[src/rtl/fetch_queue.sv]
// Instruction fetch queue between fetch/branch prediction and decode.
// Holds {pc, instr, pred_pc, pred_valid} per instruction in program order.
// A flush from an EX redirect discards every entry in the queue.
// Optional feature: define FETCHQ_BYPASS_EN to forward an enqueue straight to
// the dequeue port in the same cycle when the queue is empty.
module fetch_queue #(
  parameter int unsigned DEPTH   = 4,
  parameter int unsigned PC_W    = 48,
  parameter int unsigned INSTR_W = 32
) (
  input  logic                     clk,
  input  logic                     n_reset,
  input  logic                     flush,
  input  logic                     enq_valid,
  output logic                     enq_ready,
  input  logic [PC_W-1:0]          enq_pc,
  input  logic [INSTR_W-1:0]       enq_instr,
  input  logic [PC_W-1:0]          enq_pred_pc,
  input  logic                     enq_pred_valid,
  output logic                     deq_valid,
  input  logic                     deq_ready,
  output logic [PC_W-1:0]          deq_pc,
  output logic [INSTR_W-1:0]       deq_instr,
  output logic [PC_W-1:0]          deq_pred_pc,
  output logic                     deq_pred_valid,
  output logic [$clog2(DEPTH):0]   count
);

  localparam int unsigned AW = $clog2(DEPTH);
  localparam int unsigned PW = AW + 1;
  localparam logic [PW-1:0] DepthVal = PW'(DEPTH);

  // Payload storage; deliberately not reset, validity comes from the pointers.
  logic [PC_W-1:0]    pc_mem        [DEPTH];
  logic [INSTR_W-1:0] instr_mem     [DEPTH];
  logic [PC_W-1:0]    pred_pc_mem   [DEPTH];
  logic               pred_valid_mem[DEPTH];

  // Pointers carry one extra wrap bit to tell full from empty.
  logic [PW-1:0] rd_ptr_q, rd_ptr_d;
  logic [PW-1:0] wr_ptr_q, wr_ptr_d;
  logic [AW-1:0] rd_idx, wr_idx;

  logic empty, full;
  logic enq_fire, deq_fire;
  logic wr_en, rd_adv;

  assign rd_idx = rd_ptr_q[AW-1:0];
  assign wr_idx = wr_ptr_q[AW-1:0];

  // Occupancy flags derived purely from registered pointers.
  always_comb begin
    empty = (rd_ptr_q == wr_ptr_q);
    full  = (rd_ptr_q[AW-1:0] == wr_ptr_q[AW-1:0]) && (rd_ptr_q[AW] != wr_ptr_q[AW]);
  end

  assign enq_ready = !full;
  assign count     = wr_ptr_q - rd_ptr_q;

`ifdef FETCHQ_BYPASS_EN
  logic bypass;

  // Empty queue forwards the incoming instruction directly to decode.
  always_comb begin
    bypass    = empty && enq_valid && !flush;
    deq_valid = (!empty || bypass) && !flush;
    if (bypass) begin
      deq_pc         = enq_pc;
      deq_instr      = enq_instr;
      deq_pred_pc    = enq_pred_pc;
      deq_pred_valid = enq_pred_valid;
    end else begin
      deq_pc         = pc_mem[rd_idx];
      deq_instr      = instr_mem[rd_idx];
      deq_pred_pc    = pred_pc_mem[rd_idx];
      deq_pred_valid = pred_valid_mem[rd_idx];
    end
    enq_fire = enq_valid && enq_ready && !flush;
    deq_fire = deq_valid && deq_ready;
    // A bypassed entry taken by decode never touches storage or pointers.
    wr_en    = enq_fire && !(bypass && deq_ready);
    rd_adv   = deq_fire && !bypass;
  end
`else
  // Head entry drives decode; flush hides it for the redirect cycle.
  always_comb begin
    deq_valid      = !empty && !flush;
    deq_pc         = pc_mem[rd_idx];
    deq_instr      = instr_mem[rd_idx];
    deq_pred_pc    = pred_pc_mem[rd_idx];
    deq_pred_valid = pred_valid_mem[rd_idx];
    enq_fire       = enq_valid && enq_ready && !flush;
    deq_fire       = deq_valid && deq_ready;
    wr_en          = enq_fire;
    rd_adv         = deq_fire;
  end
`endif

  // Next-state pointers; flush dominates and rewinds both to zero.
  always_comb begin
    rd_ptr_d = rd_ptr_q;
    wr_ptr_d = wr_ptr_q;
    if (flush) begin
      rd_ptr_d = '0;
      wr_ptr_d = '0;
    end else begin
      if (wr_en)  wr_ptr_d = wr_ptr_q + PW'(1);
      if (rd_adv) rd_ptr_d = rd_ptr_q + PW'(1);
    end
  end

  // Pointer registers with asynchronous active-low reset.
  always_ff @(posedge clk or negedge n_reset) begin
    if (!n_reset) begin
      rd_ptr_q <= '0;
      wr_ptr_q <= '0;
    end else begin
      rd_ptr_q <= rd_ptr_d;
      wr_ptr_q <= wr_ptr_d;
    end
  end

  // Payload write at the tail.
  always_ff @(posedge clk) begin
    if (wr_en) begin
      pc_mem[wr_idx]         <= enq_pc;
      instr_mem[wr_idx]      <= enq_instr;
      pred_pc_mem[wr_idx]    <= enq_pred_pc;
      pred_valid_mem[wr_idx] <= enq_pred_valid;
    end
  end

  a_no_enq_when_full: assert property (@(posedge clk) disable iff (!n_reset)
    wr_en |-> !full);
  a_no_deq_when_empty: assert property (@(posedge clk) disable iff (!n_reset)
    rd_adv |-> !empty);
  a_count_bound: assert property (@(posedge clk) disable iff (!n_reset)
    count <= DepthVal);

endmodule

[config.mk]
export PLATFORM = sky130hd
export DESIGN_NAME = fetch_queue
export DESIGN_NICKNAME = d
export VERILOG_FILES = /design/src/rtl/fetch_queue.sv
export SDC_FILE = /design/constraint.sdc
export NUM_CORES = 1
export LEC_CHECK = 0
export CORE_MARGIN = 1.5
export CORE_UTILIZATION = 40
export CTS_CLUSTER_DIAMETER = 50
export CTS_CLUSTER_SIZE = 40
export DETAILED_ROUTE_END_ITERATION = 8
export GPL_ROUTABILITY_DRIVEN = 1
export PLACE_DENSITY_LB_ADDON = 0.12
export SLEW_MARGIN = 0
export SYNTH_ARGS = -nofsm -noshare
export SYNTH_HDL_FRONTEND = slang
export SYNTH_SLANG_ARGS = --single-unit
[constraint.sdc]
create_clock -name clk -period 6.2 [get_ports clk]
set_input_delay 0.93 -clock clk [delete_from_list [all_inputs] [get_ports clk]]
set_output_delay 0.93 -clock clk [all_outputs]
set_load 0.02 [all_outputs]
==> After elaboration in Yosys (flattened, before gate mapping) <==
Memories as Yosys holds them, arrays and structs flattened.
Cells that the tools add are included.
{ "word_totals": {"register_bits": 6, "ram_bits": 516, "out_inout_bits": 134, "word_cells": 28, "memories": 4} }
{ "op_classes": {"n_addsub": 3, "n_eq_ne": 3, "muxes": 6, "n_reduce_logical": 10} }
{ "mem_list": {"columns": ["name", "depth", "width", "rd", "rd_clocked_by_memory_dff", "write_ports", "line", "text"], "rows": [
  ["pc_mem", 4, 48, 1, 0, 1, "34", "logic [PC_W-1:0] pc_mem [DEPTH];"],
  ["pred_pc_mem", 4, 48, 1, 0, 1, "36", "logic [PC_W-1:0] pred_pc_mem [DEPTH];"],
  ["instr_mem", 4, 32, 1, 0, 1, "35", "logic [INSTR_W-1:0] instr_mem [DEPTH];"],
  ["pred_valid_mem", 4, 1, 1, 0, 1, "37", "logic pred_valid_mem[DEPTH];"]
]} }
{ "op_table": {"columns": ["cell", "n"], "rows": [
  ["3-bit two-way mux", 4],
  ["3-bit by 1-bit adder with 3-bit output (second input constant)", 2],
  ["1-bit logical AND", 5],
  ["2-bit nonzero test", 2],
  ["3-bit equality test", 1],
  ["1-bit zero test", 3],
  ["3-bit subtractor", 1],
  ["2-bit equality test", 1],
  ["1-bit two-way mux", 2],
  ["1-bit inequality test", 1]
]} }

==> Logic depth before layout (Yosys ltp) <==
Gate-level depths: netlist of run 1.
{ "logic_depth": {"depth_word": 7, "depth_mapped": 7, "ltp_nobuf": 5} }

==> Least setup slack after synthesis of run 1 <==
OpenSTA, ideal clock, no wires.
{ "synth_timing": {"path_kind": "register -> register", "startpoint": "register rd_ptr_q[1]", "endpoint": "memory instr_mem[3][0], enable pin", "setup_time_ns": 0.504, "arrival_ns": 4.709, "path_slack_ns": 0.987, "path_stages_with_launch": 8, "n_path_buf": 2, "synth_period_minus_slack_ns": 5.213, "path_cell_list": "dfrtp_1 clkbuf_1 buf_2 inv_1 ha_1 nand2_1 or2_1 and3_1"} }
{ "synth_between": {"elab_chain_len": 7} }
{ "synth_lines": {"columns": ["element", "line", "text"], "rows": [
  ["from (decl)", "40", "logic [PW-1:0] rd_ptr_q, rd_ptr_d;"],
  ["from (signal assigned)", "118", "rd_ptr_q <= rd_ptr_d;"],
  ["2-bit equality test", "54", "full = (rd_ptr_q[AW-1:0] == wr_ptr_q[AW-1:0]) && (rd_ptr_q[AW] != wr_ptr_q[AW]);"],
  ["1-bit logical AND", "54", null],
  ["1-bit zero test", "57", "assign enq_ready = !full;"],
  ["via enq_ready", "15", "output logic enq_ready,"],
  ["1-bit logical AND (2 in series)", "92", "enq_fire = enq_valid && enq_ready && !flush;"],
  ["1-bit two-way mux", "125", "if (wr_en) begin"],
  ["1-bit two-way mux (not written as such)", "127", "instr_mem[wr_idx] <= enq_instr;"],
  ["to (decl)", "35", null]
]} }
The timed path passes the listed nets, and every way through them passes these cells.

==> Worst setup path in the final report of run 1 <==
{ "layout_timing": {"startpoint": "register rd_ptr_q[1]", "endpoint": "output enq_ready"} }
{ "layout_between": {"elab_chain_len": 3} }
{ "layout_lines": {"columns": ["element", "line"], "rows": [
  ["2-bit equality test", "54"],
  ["1-bit logical AND", "54"],
  ["1-bit zero test", "57"],
  ["to (decl)", "15"]
]} }
No other way between the ends.

==> qor.yml, run 1 <==
grt:
  antenna_found_initial: 9
  overflow: 0
  grt_pass1_vias: 9116
  grt_pass1_wl_mm: 59.4
  grt_max_degree: 130
  grtUsageMet1: 0.235
  use_met2: 0.242
  grt.total_usage: 0.163
  use_met3: 0.0479
  grt_busiest_layer: "met2"
route:
  via_per_inst: 5.14
  route.detailed.drc: 0
  wl_mm: 39.8
  ant_nets: 0
  first_pass_iters: 4
  wl_per_cell_um: 23.6
  num_vias: 8669
  drt_iter0_markers: 584
critical_path:
  reg2reg_slack_ps: 2490
  critPathCaptureType: "output port"
  cp-start-kind: "flop"
  crit_path_end: "enq_ready"
  critPathMaxFanout: 53
  timing_worst_setup_path_type: "flop to output port"
  worstSetupStartpoint: "rd_ptr_q[1]"
  worst_ep_required_time_ps: 5270
  worstReg2RegEnd: "pc_mem[3][27]"
  arrival_ps: 3350
  reg2reg_from: "rd_ptr_q[1]"
  worst-r2r-cell-count: 6
pwr:
  combPwrFrac: 0.317
  vdd_ir_drop_max_v: 0.000274
  switchingPower_w: 0.00330
  p_int_w: 0.00749
  switching_share: 0.306
  p_clk_frac: 0.275
  power_w: 0.0108
  powerDensity_nw_per_um2: 446
  seqPwrFrac: 0.408
  p_leak_nw: 7.50
clocking:
  cts_resized: 0
  post_cts_buffers: 0
  cts_buffer_depth: 3
  cts_tree: "done"
  htree_levels: 2
  clk_latency_ps: 580
  clkTransAtPathRegs_ps: 70
  holdBufCountCts: 0
  root_buffer: "clkbuf_16"
  cts_num_sinks: 522
  cts_buffers: 45
synthesis:
  yosysTopAreaCellShare: 0.806
  synth_largest_area_cell: "edfxtp_1"
  syn_nets: 881
  ys_types: 32
  ys_seq_area_frac: 0.814
  synth_edf_count: 516
  postSynth.asyncResetShare: 0.0115
  yosys-top-cells-area: "edfxtp_1 (81%), mux4_2 (15%), dfrtp_1 (0.78%), buf_8 (0.70%), ha_1 (0.46%)"
  synth_cells: 739
  syn-cell-area_um2: 19200
  syn_avg_cell_area_um2: 26.0
  yosys_register_bits: 522
  ys.flop_type: "edfxtp_1"
  yosysWarnings: 0
die:
  dieArea_um2: 49400
  fp.dieW_um: 222
  die_h_um: 222
  start_util: 0.404
  num_rows: 80
  io_pins: 268
  coreArea_um2: 47500
place:
  dp_slack_ps: 2410
  gp_congestion: 0.715
  hpwl_mm: 23.1
  dpl-instance-area_um2: 22600
  io_buffers: 267
sta:
  holdWs_ps: 609
  tightest_slew_ps: 898
  tns_ps: 0
  clock.fmax_mhz: 234
  rsz0062_at_grt: "no"
  fin_crit_ps: 4280
  period_share: 0.690
  finalSetupViolCount: 0
  hold_viol: 0
  drv_slew: 0
  layout_setup_ws_ps: 1920
  slew_headroom: 0.401
  fin_worst_skew_ps: 16.8
layout:
  layout-drive-gt1-share: 0.214
  syn2layout_area_growth_pct: 25.9
  nets: 1173
  multi_input_area_um2: 3310
  fillers: 3733
  design_area_um2: 24200
  ff_latch_area_um2: 15700
min_path:
  hold_path_class: "input port to asynchronous set/reset pin"
run:
  drv_cap: 0
status:
  status: "completed"
-- power by group through the flow --
stage                     combinational [W]  clock, W  sequential [W]
after CTS                           0.00351   0.00307         0.00442
after detailed placement            0.00349         0         0.00449
after global routing                0.00363   0.00319         0.00444
final                               0.00342   0.00297         0.00440
after floorplan                     0.00215         0         0.00438
after global placement              0.00351         0         0.00448
-- cell usage after synthesis, types with 3 or more instances --
library cell  count
a21oi_1           3
a31oi_1           4
and3_1            5
buf_2            16
buf_8             9
clkbuf_1          6
dfrtp_1           6
edfxtp_1        516
ha_1              7
inv_1             5
mux4_2          129
nand2_1           4
nand3_1           4
nor2_1            3
-- stage by stage --
stage / utilization / cells
finish: 0.509 / 1687
global route: 0.509 / 1683
CTS: 0.509 / 1683
detailed placement: 0.475 / 1599
global placement: 0.475 / 1599
floorplan: - / 739
-- area by class of cell --
type / count / area share
Antenna cell: 4 / 0.000414
Clock buffer: 48 / 0.0488
Clock inverter: 36 / 0.0175
Inverter: 5 / 0.000776
Multi-Input combinational cell: 179 / 0.137
Sequential cell: 522 / 0.647
Tap cell: 615 / 0.0318
Timing Repair Buffer: 278 / 0.117
-- how the worst min path moves through the flow --
stage,endpoint
2_1_floorplan,wr_ptr_q[2]
3_3_place_gp,wr_ptr_q[2]
3_5_place_dp,wr_ptr_q[2]
4_1_cts,wr_ptr_q[1]
5_1_grt,rd_ptr_q[0]
6_report,wr_ptr_q[1]
-- logic make-up after synthesis --
| logic type | after synthesis | share of synthesized area |
|---|---|---|
| flip-flops | 522 | 0.814 |
| multiplexers | 130 | 0.152 |
| buffers and inverters | 38 | 0.0143 |
| AND/OR/NAND/NOR | 27 | 0.00846 |
| AO/OA/AOI/OAI | 12 | 0.00430 |
| adder cells (fa/ha/maj) | 8 | 0.00560 |
| XOR/XNOR | 2 | 0.00130 |
-- layer usage --
metal | part of all wire | vias up
met5 | 0.0012 | -
met3 | 0.068 | 65
met4 | 0.020 | 8
met1 | 0.45 | 4565
li1 | - | 3801
met2 | 0.46 | 230
-- state kept, by name, indices dropped and copies added, names as in the netlist --
register / count
instr_mem: 128
pc_mem: 192
pred_pc_mem: 192
pred_valid_mem: 4
rd_ptr_q: 3
wr_ptr_q: 3
-- cell usage in the layout, fill, tap and decap left out, types with 5 or more instances in the layout --
| master | count |
|---|---|
| edfxtp_1 | 516 |
| clkdlybuf4s50_1 | 267 |
| mux4_2 | 129 |
| clkbuf_16 | 47 |
| ha_1 | 7 |
| inv_8 | 7 |
| inv_6 | 6 |
| clkinv_8 | 6 |
| buf_12 | 6 |
| inv_1 | 5 |
| buf_4 | 5 |
-- critical path, stage by stage (launching register included) --
cell,delay (ps)
dfrtp_4,970
inv_1,220
ha_1,440
nand2_1,220
or2_1,350
clkdlybuf4s50_1,570
Power figures use the tool's default switching activity.
==> inputs of run 2 (changes only) <==
clock period = 3.5 ns   (was 6.2 ns; I/O delays follow)
==> run 2 against run 1 <==
  * Critical path depth did not move
  * First-iteration DRC count fell by 23%
  * Sequential power rose by 73%
  * Utilization rose by 0.74 points
  * Hold slack got worse by 390 ps
  * Sequential cell count did not move
  * Highest routed layer unchanged
==> qor.yml, run 2 (synthesis gave the netlist of run 1 again) <==
sta:
  rsz0062_at_grt: "no"
  finalSetupViolCount: 0  # unchanged
  fin_worst_skew_ps: 29.7  # +12.8 ps
  drv_slew: 0  # unchanged
  tightest_slew_ps: 683  # -216 ps
  layout_setup_ws_ps: 219  # -1700 ps
  slew_headroom: 0.545  # +0.144
  clock.fmax_mhz: 305
  hold_viol: 0  # unchanged
  period_share: 0.937
  fin_crit_ps: 3280
run:
  drv_cap: 0  # unchanged
clocking:
  htree_levels: 2  # unchanged
  cts_buffers: 50  # +11%
  cts_num_sinks: 522  # unchanged
  root_buffer: "clkbuf_16"
  clkTransAtPathRegs_ps: 70  # about the same
  cts_buffer_depth: 3  # unchanged
  cts_tree: "done"
  clk_latency_ps: 610  # +30 ps
pwr:
  powerDensity_nw_per_um2: 802  # +80%
  p_leak_nw: 7.67  # +2.2%
  power_w: 0.0197  # +82%
  vdd_ir_drop_max_v: 0.000564  # +110%
die:
  fp.dieW_um: 222  # unchanged
  start_util: 0.404  # unchanged
  num_rows: 80  # unchanged
  coreArea_um2: 47500  # unchanged
  dieArea_um2: 49400  # unchanged
  die_h_um: 222  # unchanged
  io_pins: 268  # unchanged
min_path:
  hold_path_class: "input port to asynchronous set/reset pin"
critical_path:
  cp-start-kind: "flop"
  critPathCaptureType: "output port"
  worst_ep_required_time_ps: 2970  # -2300 ps
  critPathMaxFanout: 11  # -79%
  arrival_ps: 2760  # -590 ps
  timing_worst_setup_path_type: "flop to output port"
layout:
  nets: 1186  # +1.1%
  insertedDiodeCount: 0  # -4
  layout_commonest_cell: "edfxtp_1"
  layout-drive-gt1-share: 0.228  # +0.0139
  design_area_um2: 24500  # +1.4%
  largestRegisters: "pc_mem: 192 flops, pred_pc_mem: 192 flops, instr_mem: 128 flops"
  syn2layout_area_growth_pct: 27.8
  layout_common_cells: "edfxtp_1 (516), clkdlybuf4s50_1 (267), mux4_2 (129)"
  fillers: 3717  # -0.43%
grt:
  grt_pass1_wl_mm: 57.2  # -3.7%
  overflow: 0  # unchanged
  antenna_found_initial: 4  # -5
  grt.total_usage: 0.156  # -0.00726
  grt_pass1_vias: 9158  # +0.46%
  grt_max_degree: 90  # -31%
route:
  wl_per_cell_um: 22.4  # -5.1%
  via_per_inst: 5.10  # -0.81%
  first_pass_iters: 6  # +2
  num_vias: 8670  # +0.012%
  route.detailed.drc: 0  # unchanged
  wl_mm: 38.0  # -4.3%
  ant_nets: 0  # unchanged
  drt_iter0_markers: 451  # -23%
place:
  hpwl_mm: 21.5  # -6.9%
  dpl-instance-area_um2: 22700  # +0.62%
  gp_congestion: 0.706  # -1.2%
  dp_slack_ps: 592  # -1820 ps
  io_buffers: 267  # unchanged
status:
  status: "completed"
run 2: cell types whose count changed in the layout (fill, tap and decap cells not counted), sizes merged:
cell | previous run | this run
clkinv | 15 | 13
buf | 11 | 19
clkinvlp | 4 | 5
inv | 19 | 22
bufinv | 3 | 5
diode | 4 | 0
clkbuf | 48 | 54
run 2: timing repair:
action                                  CTS  global route
hold buffers                              0             0
setup buffers                             1             0
gates resized for setup                   0             1
endpoints found under the setup margin    1             1
run 2: where the power goes:
part,switching (W),leakage [nW],internal (W)
logic,0.00320,2.03,0.00309
clock network,0.00253,0.872,0.00325
registers,0.000156,4.76,0.00746
total,0.00588,7.67,0.0138
run 2: per-stage QoR:
stage,hold slack [ps],std cells,util,setup TNS [ps]
global placement,615,1606,0.478,0
CTS,187,1701,0.516,0
global route,224,1701,0.516,0
finish,223,1701,0.516,0
floorplan,229,739,-,-115240
detailed placement,600,1606,0.478,0
run 2: routing by layer:
metal | vias up | global-route usage | part of all wire
li1 | 3829 | - | -
met5 | - | 0 | 0.0016
met3 | 68 | 0.0455 | 0.064
met1 | 4551 | 0.208 | 0.43
met2 | 214 | 0.249 | 0.48
met4 | 8 | 0.0488 | 0.023
run 2: final timing paths:
check,cells past startpoint,slack [ps],endpoint,from
worst max-delay path,5,220,enq_ready,rd_ptr_q[1]
worst min-delay path,1,220,rd_ptr_q[1],n_reset
worst max register to register,6,800,pc_mem[1][24],rd_ptr_q[1]
worst min register to register,2,610,wr_ptr_q[2],wr_ptr_q[2]
max in group asynchronous,1,2970,rd_ptr_q[0],n_reset
min in group clk,1,560,pc_mem[0][17],enq_pc[17]
run 2: worst max-delay path, stage by stage (launching register included):
cell             delay (ps)
dfrtp_4                 560
inv_1                   120
ha_1                    390
nand2_1                 210
or2_4                   350
clkdlybuf4s50_1         540
run 2: layout make-up:
type | count | area, um2 | share of cell area
Multi-Input combinational cell | 179 | 3320 | 0.135
Inverter | 5 | 18.8 | 0.000765
Tap cell | 615 | 769 | 0.0313
Clock buffer | 54 | 1330 | 0.0542
Timing Repair Buffer | 286 | 2980 | 0.121
Clock inverter | 40 | 483 | 0.0197
Sequential cell | 522 | 15700 | 0.638
==> inputs of run 3 (changes only) <==
SETUP_SLACK_MARGIN = 0.2   (was default)
==> run 3 against run 2 <==
  * Sequential cell count did not move
  * Fmax rose by 2.5%
  * Non-clock buffer count rose by 5
  * Worst setup slack improved by 81 ps
  * Largest cell class unchanged
==> qor.yml, run 3 (synthesis gave the netlist of run 1 again) <==
place:
  hpwl_mm: 21.5  # unchanged
  io_buffers: 267  # unchanged
  gp_congestion: 0.706  # unchanged
layout:
  fillers: 3712  # -0.13%
  syn2layout_area_growth_pct: 28.1
  layout_common_cells: "edfxtp_1 (516), clkdlybuf4s50_1 (264), mux4_2 (129)"
  insertedDiodeCount: 0  # unchanged
  layout_commonest_cell: "edfxtp_1"
  layout-drive-gt1-share: 0.232  # +0.00354
  largestRegisters: "pc_mem: 192 flops, pred_pc_mem: 192 flops, instr_mem: 128 flops"
  nets: 1191  # +0.42%
sta:
  tns_ps: 0  # unchanged
  tightest_slew_ps: 697  # +13.9 ps
  drv_slew: 0  # unchanged
  period_share: 0.914  # -0.0230
  fin_worst_skew_ps: 29.7  # +0.0260 ps
  clock.fmax_mhz: 312  # +2.5%
  finalSetupViolCount: 0  # unchanged
  rsz0062_at_grt: "yes"
  fin_crit_ps: 3200  # -80.5 ps
  hold_viol: 0  # unchanged
  slew_headroom: 0.536  # -0.00929
die:
  num_rows: 80  # unchanged
  die_h_um: 222  # unchanged
  dieArea_um2: 49400  # unchanged
  coreArea_um2: 47500  # unchanged
  fp.dieW_um: 222  # unchanged
  start_util: 0.404  # unchanged
  io_pins: 268  # unchanged
pwr:
  vdd_ir_drop_max_v: 0.000564  # about the same
  power_w: 0.0198  # +0.52%
  powerDensity_nw_per_um2: 804  # +0.22%
  p_leak_nw: 7.72  # +0.63%
clocking:
  root_buffer: "clkbuf_16"
  clk_latency_ps: 600  # about the same
  cts_num_sinks: 522  # unchanged
  cts_buffers: 50  # unchanged
  htree_levels: 2  # unchanged
  cts_buffer_depth: 3  # unchanged
  clkTransAtPathRegs_ps: 70  # about the same
  cts_tree: "done"
  holdBufCountCts: 0  # unchanged
grt:
  grt_pass1_wl_mm: 57.4  # +0.29%
  grt_pass1_vias: 9173  # +0.16%
  grt_max_degree: 90  # unchanged
  antenna_found_initial: 4  # unchanged
  overflow: 0  # unchanged
  grt.total_usage: 0.157  # +0.000650
route:
  wl_per_cell_um: 22.4  # +0.21%
  ant_nets: 0  # unchanged
  num_vias: 8705  # +0.40%
  drt_iter0_markers: 503  # +12%
  wl_mm: 38.2  # +0.50%
  route.detailed.drc: 0  # unchanged
  via_per_inst: 5.10  # +0.11%
  first_pass_iters: 4  # -2
critical_path:
  worst_ep_required_time_ps: 2970  # about the same
  cp-start-kind: "flop"
  critPathCaptureType: "output port"
  timing_worst_setup_path_type: "flop to output port"
  critPathMaxFanout: 56  # +45
  cp_num_buf_inv: 2  # unchanged
  max_stage_delay_ps: 610  # +50 ps
  arrival_ps: 2680  # -80 ps
  crit_family: "buffers and inverters"
  cp_cell_sequence: "buf_16 > mux4_2 > clkdlybuf4s50_1"
  slowest_stage: "clkdlybuf4s50_1"
min_path:
  hold_path_class: "input port to asynchronous set/reset pin"
status:
  status: "completed"
run:
  drv_cap: 0  # unchanged
[run 3: changes by cell type in the layout (fill, tap and decap cells not counted)]
cell / delta
clkdlybuf4s50_1: -3
bufbuf_16: +1
buf_16: +2
buf_12: -2
dlygate4sd2_1: +3
buf_4: +4
[run 3: worst paths after layout]
path	cells past startpoint	end	slack (ps)	start
worst min register to register	2	wr_ptr_q[2]	620	wr_ptr_q[2]
min in group clk	1	pc_mem[0][17]	560	enq_pc[17]
worst min-delay path	1	rd_ptr_q[1]	230	n_reset
worst max register to register	5	pc_mem[1][23]	920	rd_ptr_q[0]
max in group asynchronous	1	rd_ptr_q[0]	2970	n_reset
worst max-delay path	3	deq_pred_pc[19]	300	rd_ptr_q[0]
[run 3: power by group]
group          internal, W  switching (W)  total [W]
clock              0.00325        0.00254    0.00579
combinational      0.00317        0.00325    0.00641
sequential         0.00746       0.000129    0.00759
[run 3: repair_timing]
action / in CTS / in global routing
gates cloned: 1 / 0
setup endpoints to repair: 77 / 15
resized for setup: 6 / 0
buffers inserted: 3 / 2
[run 3: per-layer routing]
metal  routed length, um  up-vias  part of all wire  track usage
met5                  60        -            0.0016            0
met4                 916        8             0.024       0.0488
met3                2320       71             0.061       0.0455
met2               18400      199              0.48        0.249
met1               16500     4586              0.43        0.210
li1                    -     3841                 -            -
[run 3: cell type report]
type	instances	area, um2	area share
sequential	522	15700	0.636
multi-input combinational	179	3320	0.135
timing repair buffer	291	3050	0.124
clock buffer	54	1330	0.0540
tap	615	769	0.0313
clock inverter	40	483	0.0196
inverter	5	18.8	0.000762
[run 3: metrics by stage]
| step | hold slack (ps) | cell area, um2 | worst slack, ps | std cells | util |
|---|---|---|---|---|---|
| floorplan | 229 | 19200 | -223 | 739 | - |
| global placement | 615 | 22700 | 613 | 1606 | 0.478 |
| detailed placement | 600 | 22700 | 592 | 1606 | 0.478 |
| CTS | 187 | 24600 | 167 | 1704 | 0.518 |
| global route | 224 | 24600 | 178 | 1706 | 0.518 |
| finish | 226 | 24600 | 300 | 1706 | 0.518 |
